==> config.mk <==
export PLATFORM = sky130hd
export DESIGN_NAME = chained_updown_counter
export DESIGN_NICKNAME = d
export VERILOG_FILES = /design/src/rtl/chained_updown_counter.sv
export SDC_FILE = /design/constraint.sdc
export NUM_CORES = 1
export LEC_CHECK = 0
export ABC_AREA = 0
export CORE_ASPECT_RATIO = 1.5
export CORE_MARGIN = 3
export CORE_UTILIZATION = 25
export DETAILED_ROUTE_END_ITERATION = 7
export SYNTH_ARGS = -nofsm -noshare
export SYNTH_HDL_FRONTEND = slang
export SYNTH_SLANG_ARGS = --single-unit
export TNS_END_PERCENT = 50
==> constraint.sdc <==
create_clock -name clk -period 3.4 [get_ports clk]
set_input_delay 0.51 -clock clk [delete_from_list [all_inputs] [get_ports clk]]
set_output_delay 0.51 -clock clk [all_outputs]
set_load 0.02 [all_outputs]
==> src/rtl/chained_updown_counter.sv <==
// Bank of N independent W-bit up/down counters that can be cascaded at run
// time into one N*W-bit counter (lane 0 least significant). Overflow either
// wraps or saturates, selected by SAT at elaboration.
module chained_updown_counter #(
  parameter int N   = 2,
  parameter int W   = 4,
  parameter int SAT = 0
) (
  input  logic             clk,
  input  logic             rst,
  input  logic             en,
  input  logic             chain,
  input  logic [2*N-1:0]   op,
  input  logic [N*W-1:0]   load_val,
  output logic [N*W-1:0]   cnt,
  output logic [N-1:0]     ovf,
  output logic [N-1:0]     at_max,
  output logic [N-1:0]     at_zero
);

  typedef enum logic [1:0] {
    OP_HOLD = 2'b00,
    OP_LOAD = 2'b01,
    OP_UP   = 2'b10,
    OP_DOWN = 2'b11
  } op_t;

  // A single lane has nothing to cascade into, so chain is ignored then.
  logic chain_mode;
  assign chain_mode = chain & (N > 1);

  logic [N*W-1:0] cnt_next;
  logic [N-1:0]   ovf_next;
  logic           all_max;
  logic           all_zero;

  // The whole cascaded value is at its limit only when every lane is.
  assign all_max  = &at_max;
  assign all_zero = &at_zero;

  for (genvar i = 0; i < N; i++) begin : g_lane
    localparam bit IS_TOP = (i == N - 1);

    logic [W-1:0] cur;
    logic [W-1:0] nxt;
    logic [1:0]   lane_op;
    logic         carry_in;
    logic         borrow_in;
    logic         step_up;
    logic         step_dn;
    logic         lim_up;
    logic         lim_dn;
    logic         flag_ok;
    logic         ovf_n;

    assign cur        = cnt[W*i +: W];
    assign at_max[i]  = &cur;
    assign at_zero[i] = ~|cur;

    // Carry/borrow into a lane comes from the current counts of all lower
    // lanes, so a lane steps only when everything below it rolls over.
    if (i == 0) begin : g_first
      assign carry_in  = 1'b1;
      assign borrow_in = 1'b1;
    end else begin : g_upper
      assign carry_in  = &at_max[i-1:0];
      assign borrow_in = &at_zero[i-1:0];
    end

    // In chain mode every lane follows lane 0's opcode and the limit test is
    // on the full value; only the top lane reports the overflow.
    assign lane_op = chain_mode ? op[1:0] : op[2*i +: 2];
    assign step_up = chain_mode ? carry_in  : 1'b1;
    assign step_dn = chain_mode ? borrow_in : 1'b1;
    assign lim_up  = chain_mode ? all_max   : at_max[i];
    assign lim_dn  = chain_mode ? all_zero  : at_zero[i];
    assign flag_ok = chain_mode ? IS_TOP    : 1'b1;

    // Per-lane next count and overflow flag; unknown opcodes fall to hold.
    always_comb begin
      nxt   = cur;
      ovf_n = 1'b0;
      case (lane_op)
        OP_LOAD: nxt = load_val[W*i +: W];
        OP_UP: begin
          if (step_up) begin
            if (!(lim_up && (SAT != 0))) nxt = cur + W'(1);
            ovf_n = lim_up & flag_ok;
          end
        end
        OP_DOWN: begin
          if (step_dn) begin
            if (!(lim_dn && (SAT != 0))) nxt = cur - W'(1);
            ovf_n = lim_dn & flag_ok;
          end
        end
        default: nxt = cur;
      endcase
    end

    assign cnt_next[W*i +: W] = nxt;
    assign ovf_next[i]        = ovf_n;
  end

  // Count and overflow registers; reset wins, and a disabled cycle holds the
  // count while dropping any overflow pulse.
  always_ff @(posedge clk) begin
    if (rst) begin
      cnt <= '0;
      ovf <= '0;
    end else if (!en) begin
      ovf <= '0;
    end else begin
      cnt <= cnt_next;
      ovf <= ovf_next;
    end
  end

endmodule

==> results of run 1 <==
## area by class of cell
type	count	area [µm²]
flip-flops and latches	10	200
well taps	39	48.8
clock buffers	3	41.3
repair buffers	30	298
multi-input cells	74	524
inverters	3	11.3
fillers	315	1850
## worst max-delay path, stage by stage
cell             delay [ns]
clkdlybuf4s50_1        0.67
mux2i_4                0.40
nor2_1                 0.09
xor2_1                 0.15
ha_1                   0.20
nor2_1                 0.08
mux2i_1                0.09
o31ai_1                0.22
nand2_1                0.08
a21oi_1                0.12
## flip-flops by register name (all words and copies together) (netlist names)
name	count
cnt	8
ovf	2
## Yosys cell counts, drive strengths merged, types with 2 or more instances
master / instances
a21oi: 6
nor4: 3
o31ai: 2
nand2b: 2
nor3: 3
ha: 2
mux2i: 9
buf: 7
nor2b: 4
dfxtp: 10
o21ai: 6
nor2: 8
inv: 3
a211oi: 2
o21a: 2
and3: 2
nand2: 10
## layout by cell type (no fill, tap or decap), types with 2 or more instances in the layout
master / instances
a211oi_1: 2
a21oi_1: 6
and3_1: 2
clkbuf_8: 3
clkdlybuf4s50_1: 29
dfxtp_1: 10
ha_1: 2
inv_1: 3
mux2i_1: 7
nand2_1: 10
nand2b_1: 2
nor2_1: 8
nor2b_1: 4
nor3_1: 3
nor4_1: 2
o21a_1: 2
o21ai_0: 4
o21ai_1: 2
o31ai_1: 2
## metrics by stage
stage	utilization (%)	total power, mW
2_1_floorplan	-	0.232
6_report	37.8	0.409
5_1_grt	37.8	0.429
3_3_place_gp	36.4	0.280
3_5_place_dp	36.4	0.283
4_1_cts	37.8	0.409
## cell families after synthesis
kind of cell / count (synthesis) / synth area share [%]
xor gates and xnor gates: 2 / 2.22
and+or+nand+nor: 36 / 24.2
buffers and inverters: 10 / 8.24
muxes: 9 / 13.5
adders and majority gates: 2 / 3.17
AOI/OAI and AO/OA: 25 / 23.3
DFF: 10 / 25.4
## per-layer routing
metal / global-route usage [%] / up-vias / wire length (µm)
li1: - / 391 / -
met1: 12.8 / 351 / 827
met2: 20.4 / 21 / 1040
met3: 2.77 / 5 / 121
met4: 8.75 / 0 / 66
met5: 0 / - / 0
## worst paths after layout
kind | startpoint | endpoint | slack [ns] | cells after the start
worst min-delay path | cnt[7]$_SDFFE_PP0P_ | cnt[7]$_SDFFE_PP0P_ | 0.54 | 2
worst max register to register | cnt[1]$_SDFFE_PP0P_ | cnt[2]$_SDFFE_PP0P_ | 1.86 | 6
worst min register to register | cnt[7]$_SDFFE_PP0P_ | cnt[7]$_SDFFE_PP0P_ | 0.54 | 2
worst max-delay path | chain | cnt[6]$_SDFFE_PP0P_ | 0.94 | 10
## power groups by stage
stage                     clock (mW)  combinational (mW)  sequential, mW
after floorplan                    0              0.0821           0.149
after global placement             0               0.138           0.142
after detailed placement           0               0.141           0.143
after CTS                      0.128               0.141           0.141
after global routing           0.132               0.155           0.142
final                          0.128               0.140           0.141
==> flow_metrics.py, run 1 <==
metrics = {
    "route": {
        "vias": 768,
        "drc": 0,
        "vias_per_cell": 4.83,
        "wl_um": 2060,
        "antenna_left": 0,
        "dr.pass1.iters": 3,
        "wl_per_cell_um": 12.9,
        "drt_iter0_drc": 16,
    },
    "floorplan": {
        "die_w_um": 51.9,
        "die_y_um": 74.8,
        "core_area_um2": 2970,
        "die_area_um2": 3880,
        "fp-row-count": 24,
        "io-pin-count": 30,
        "initial_core_util_pct": 26.6,
    },
    "placement": {
        "preCtsSetupSlack_ns": 0.676,
        "port-buffer-count": 29,
        "placed_cells": 156,
        "dp_hpwl_um": 1600,
        "gp_congestion": 0.774,
        "placed_cell_area_um2": 1080,
    },
    "clock_tree": {
        "hold_buffers": 0,
        "cts_setup_buffers": 0,
        "clock-sinks": 10,
        "clockBufferDepth": 2,
        "tritoncts": "done",
        "cts_buffers": 3,
        "clk_pin_slew_ns": 0.05,
        "cts_root_buf": "clkbuf_8",
        "clk_latency_ns": 0.24,
        "cts_resized": 0,
        "h-tree-depth": 1,
    },
    "power_and_ir_drop": {
        "p_per_area_nw_per_um2": 364,
        "p_seq_share_pct": 34.4,
        "ir_worst_vdd_mv": 0.151,
        "p_leak_nw": 0.431,
        "p_comb_share_pct": 34.2,
        "sw_frac_of_total_pct": 32.6,
        "switching_power_uw": 133,
        "p_int_uw": 276,
        "clock_power_share_pct": 31.4,
    },
    "yosys": {
        "yosys_register_bits": 10,
        "yosysWarningCount": 0,
        "synth-async-reset-ratio_pct": 0,
        "synth_seq_area_share_pct": 25.4,
        "synthesis.nets": 112,
        "ys.flop_type": "dfxtp_1",
        "synth_edf_count": 0,
        "synth_area_um2": 790,
        "synthDistinctLibCells": 37,
        "netlist.area_leader.share_pct": 25.4,
        "synth_top_area_cell": "dfxtp_1",
        "syn_avg_cell_area_um2": 8.40,
        "synthCells": 94,
        "yosys-top-cells-area": "dfxtp_1, mux2i_1, nand2_1",
    },
    "timing": {
        "tightest_slew_ns": 0.552,
        "setup_viol": 0,
        "finalCriticalPeriod_ns": 2.46,
        "finalHoldViolations": 0,
        "max_slew_margin_pct": 62.6,
        "min_period_over_period_pct": 72.4,
        "fmax_mhz": 406,
        "drv_slew": 0,
        "rsz0062_at_grt": "no",
        "tns_ns": 0,
        "setup_ws_ns": 0.939,
        "skew_ns": 0.00166,
        "whs_ns": 0.537,
    },
    "grt": {
        "antenna_found_initial": 0,
        "grt_pass1_vias": 722,
        "grt_pass1_wl_um": 3400,
        "grt_max_degree": 14,
        "grt_overflow": 0,
        "grt_usage_pct": 12.0,
    },
    "status": {
        "status": "finished clean",
    },
    "finish": {
        "stdcell_count": 159,
        "design_area_um2": 1120,
        "n_antenna_cell": 0,
        "fin_nets": 140,
        "drive_gt1_share_pct": 8.33,
        "area_delta_synth_final_pct": 42.3,
    },
    "worst_setup_path": {
        "critPathArrivalTime_ns": 2.63,
        "critPathCaptureType": "flip-flop",
        "crit_path_max_fanout": 6,
        "worst_ep_required_time_ns": 3.57,
        "startpoint_type": "input port",
        "worstSetupPathType": "input port to flip-flop",
    },
    "worst_hold_path": {
        "min-delay-path-class": "flip-flop to flip-flop",
    },
    "flow_run": {
        "cap_violations": 0,
    },
}
(Power assumes the default switching activity.)
==> inputs of run 2 (changes only) <==
- clock period: 3.4 -> 2.15 ns (I/O delays scaled with it)
==> run 2 against run 1 <==
  * Utilization grew 2.3 points
  * Clock-buffer cell count increased by 1
  * Largest power group is now clock
  * Clock skew rose by 0.00089 ns
  * Worst hold slack improved by 0.0077 ns
  * Register-to-register slack got worse by 1.3 ns
  * Sequential cell count unchanged
  * Total power is 72% higher
  * Worst setup slack lost 0.85 ns
  * Highest routed layer unchanged
  * Combinational power up 69%
==> flow_metrics.py, run 2 (synthesis results as in run 1) <==
metrics = {
    "flow_run": {
        "cap_violations": 0,
    },
    "grt": {
        "grt_overflow": 0,
        "grt_usage_pct": 12.3,
        "grt_pass1_vias": 833,
        "grt_pass1_wl_um": 3680,
        "grt_max_degree": 14,
        "antenna_found_initial": 0,
    },
    "route": {
        "vias_per_cell": 4.94,
        "drc": 0,
        "wl_per_cell_um": 13.3,
        "wl_um": 2220,
        "dr.pass1.iters": 4,
        "drt_iter0_drc": 23,
        "antenna_left": 0,
        "vias": 825,
    },
    "clock_tree": {
        "clk_pin_slew_ns": 0.05,
        "clk_latency_ns": 0.24,
        "h-tree-depth": 1,
        "hold_buffers": 0,
        "cts_setup_buffers": 0,
        "clockBufferDepth": 2,
        "tritoncts": "done",
        "cts_buffers": 3,
        "cts_resized": 0,
        "clock-sinks": 10,
        "cts_root_buf": "clkbuf_8",
    },
    "finish": {
        "largest_reg_flops": 8,
        "top_register": "cnt",
        "regArea_um2": 200,
        "fin_nets": 147,
        "final_cell_mix": "clkdlybuf4s50_1, nand2_1, dfxtp_1, nor2_1, buf_4",
        "area_delta_synth_final_pct": 51.0,
        "fillers": 298,
        "drive_gt1_share_pct": 14.1,
        "n_antenna_cell": 0,
        "multi_input_area_um2": 524,
        "mostFrequentLayoutCell": "clkdlybuf4s50_1",
        "top_regs": "cnt: 8 flops, ovf: 2 flops",
    },
    "timing": {
        "min_period_over_period_pct": 96.0,
        "setup_viol": 0,
        "rsz0062_at_grt": "no",
        "tns_ns": 0,
        "drv_slew": 0,
        "fmax_mhz": 485,
        "tightest_slew_ns": 0.404,
        "skew_ns": 0.00255,
        "finalHoldViolations": 0,
        "whs_ns": 0.545,
        "finalCriticalPeriod_ns": 2.06,
        "max_slew_margin_pct": 72.8,
    },
    "worst_setup_path": {
        "worst_ep_required_time_ns": 1.83,
        "r2r_cells": 6,
        "startpoint_type": "flip-flop",
        "critPathArrivalTime_ns": 1.74,
        "critPathCaptureType": "output port",
        "r2r-end": "cnt[2]$_SDFFE_PP0P_",
        "crit_path_max_fanout": 7,
        "endpoint": "at_zero[1]",
        "r2r-start": "cnt[1]$_SDFFE_PP0P_",
        "worstSetupPathType": "flip-flop to output port",
        "r2r_setup_slack_ns": 0.57,
        "critPathLaunch": "cnt[5]$_SDFFE_PP0P_",
    },
    "placement": {
        "dp_hpwl_um": 1750,
        "gp_congestion": 0.800,
        "port-buffer-count": 29,
    },
    "worst_hold_path": {
        "worstHoldStart": "cnt[7]$_SDFFE_PP0P_",
        "min-delay-path-class": "flip-flop to flip-flop",
    },
    "power_and_ir_drop": {
        "p_leak_nw": 0.480,
        "p_comb_share_pct": 33.6,
        "p_int_uw": 483,
        "p_seq_share_pct": 31.7,
        "p_per_area_nw_per_um2": 588,
        "ir_worst_vdd_mv": 0.175,
        "clock_power_share_pct": 34.6,
        "switching_power_uw": 218,
        "sw_frac_of_total_pct": 31.1,
    },
    "floorplan": {
        "io-pin-count": 30,
        "fp-row-count": 24,
        "initial_core_util_pct": 26.6,
        "die_y_um": 74.8,
        "die_w_um": 51.9,
        "core_area_um2": 2970,
        "die_area_um2": 3880,
    },
    "status": {
        "status": "finished clean",
    },
}
-- run 2: how the worst min path moves through the flow --
stage / end / slack, ns / depth (start not counted)
3_5_place_dp: cnt[7]$_SDFFE_PP0P_ / 0.54 / 2
6_report: cnt[7]$_SDFFE_PP0P_ / 0.54 / 2
5_1_grt: cnt[7]$_SDFFE_PP0P_ / 0.58 / 2
4_1_cts: cnt[7]$_SDFFE_PP0P_ / 0.56 / 2
2_1_floorplan: cnt[0]$_SDFFE_PP0P_ / 0.49 / 2
3_3_place_gp: cnt[7]$_SDFFE_PP0P_ / 0.52 / 2
-- run 2: power by group through the flow --
stage                     combinational (mW)  clock (mW)  sequential [mW]
after detailed placement               0.235           0            0.226
after CTS                              0.237       0.248            0.222
after global routing                   0.255       0.256            0.225
final                                  0.236       0.243            0.222
after global placement                 0.232           0            0.224
after floorplan                        0.130           0            0.236
-- run 2: final cells by class --
type / instances / area share (%)
clock buffer: 4 / 4.62
multi-input combinational: 74 / 44.0
tap: 39 / 4.09
inverter: 3 / 0.944
timing repair buffer: 37 / 29.6
sequential: 10 / 16.8
-- run 2: through the flow --
step	setup WS, ns	cells	total power [mW]	area [µm²]	utilization [%]
floorplan	0.205	94	0.366	790	-
finish	0.0866	167	0.701	1190	40.1
global placement	-0.0346	163	0.456	1130	38.2
detailed placement	-0.152	163	0.461	1130	38.2
global route	0.0167	167	0.736	1190	40.1
CTS	0.0717	167	0.707	1190	40.0
-- run 2: layer usage --
metal / share of wire, % / global-route usage [%] / vias to the layer above
met5: 0 / 0 / -
li1: - / - / 408
met4: 3.0 / 7.00 / 0
met2: 52 / 21.5 / 26
met1: 39 / 13.5 / 385
met3: 5.8 / 2.57 / 6
-- run 2: worst max-delay path, stage by stage (launching register included) --
cell and delay, ns:
dfxtp_1 0.38, nor4_1 0.44, clkdlybuf4s50_1 0.69
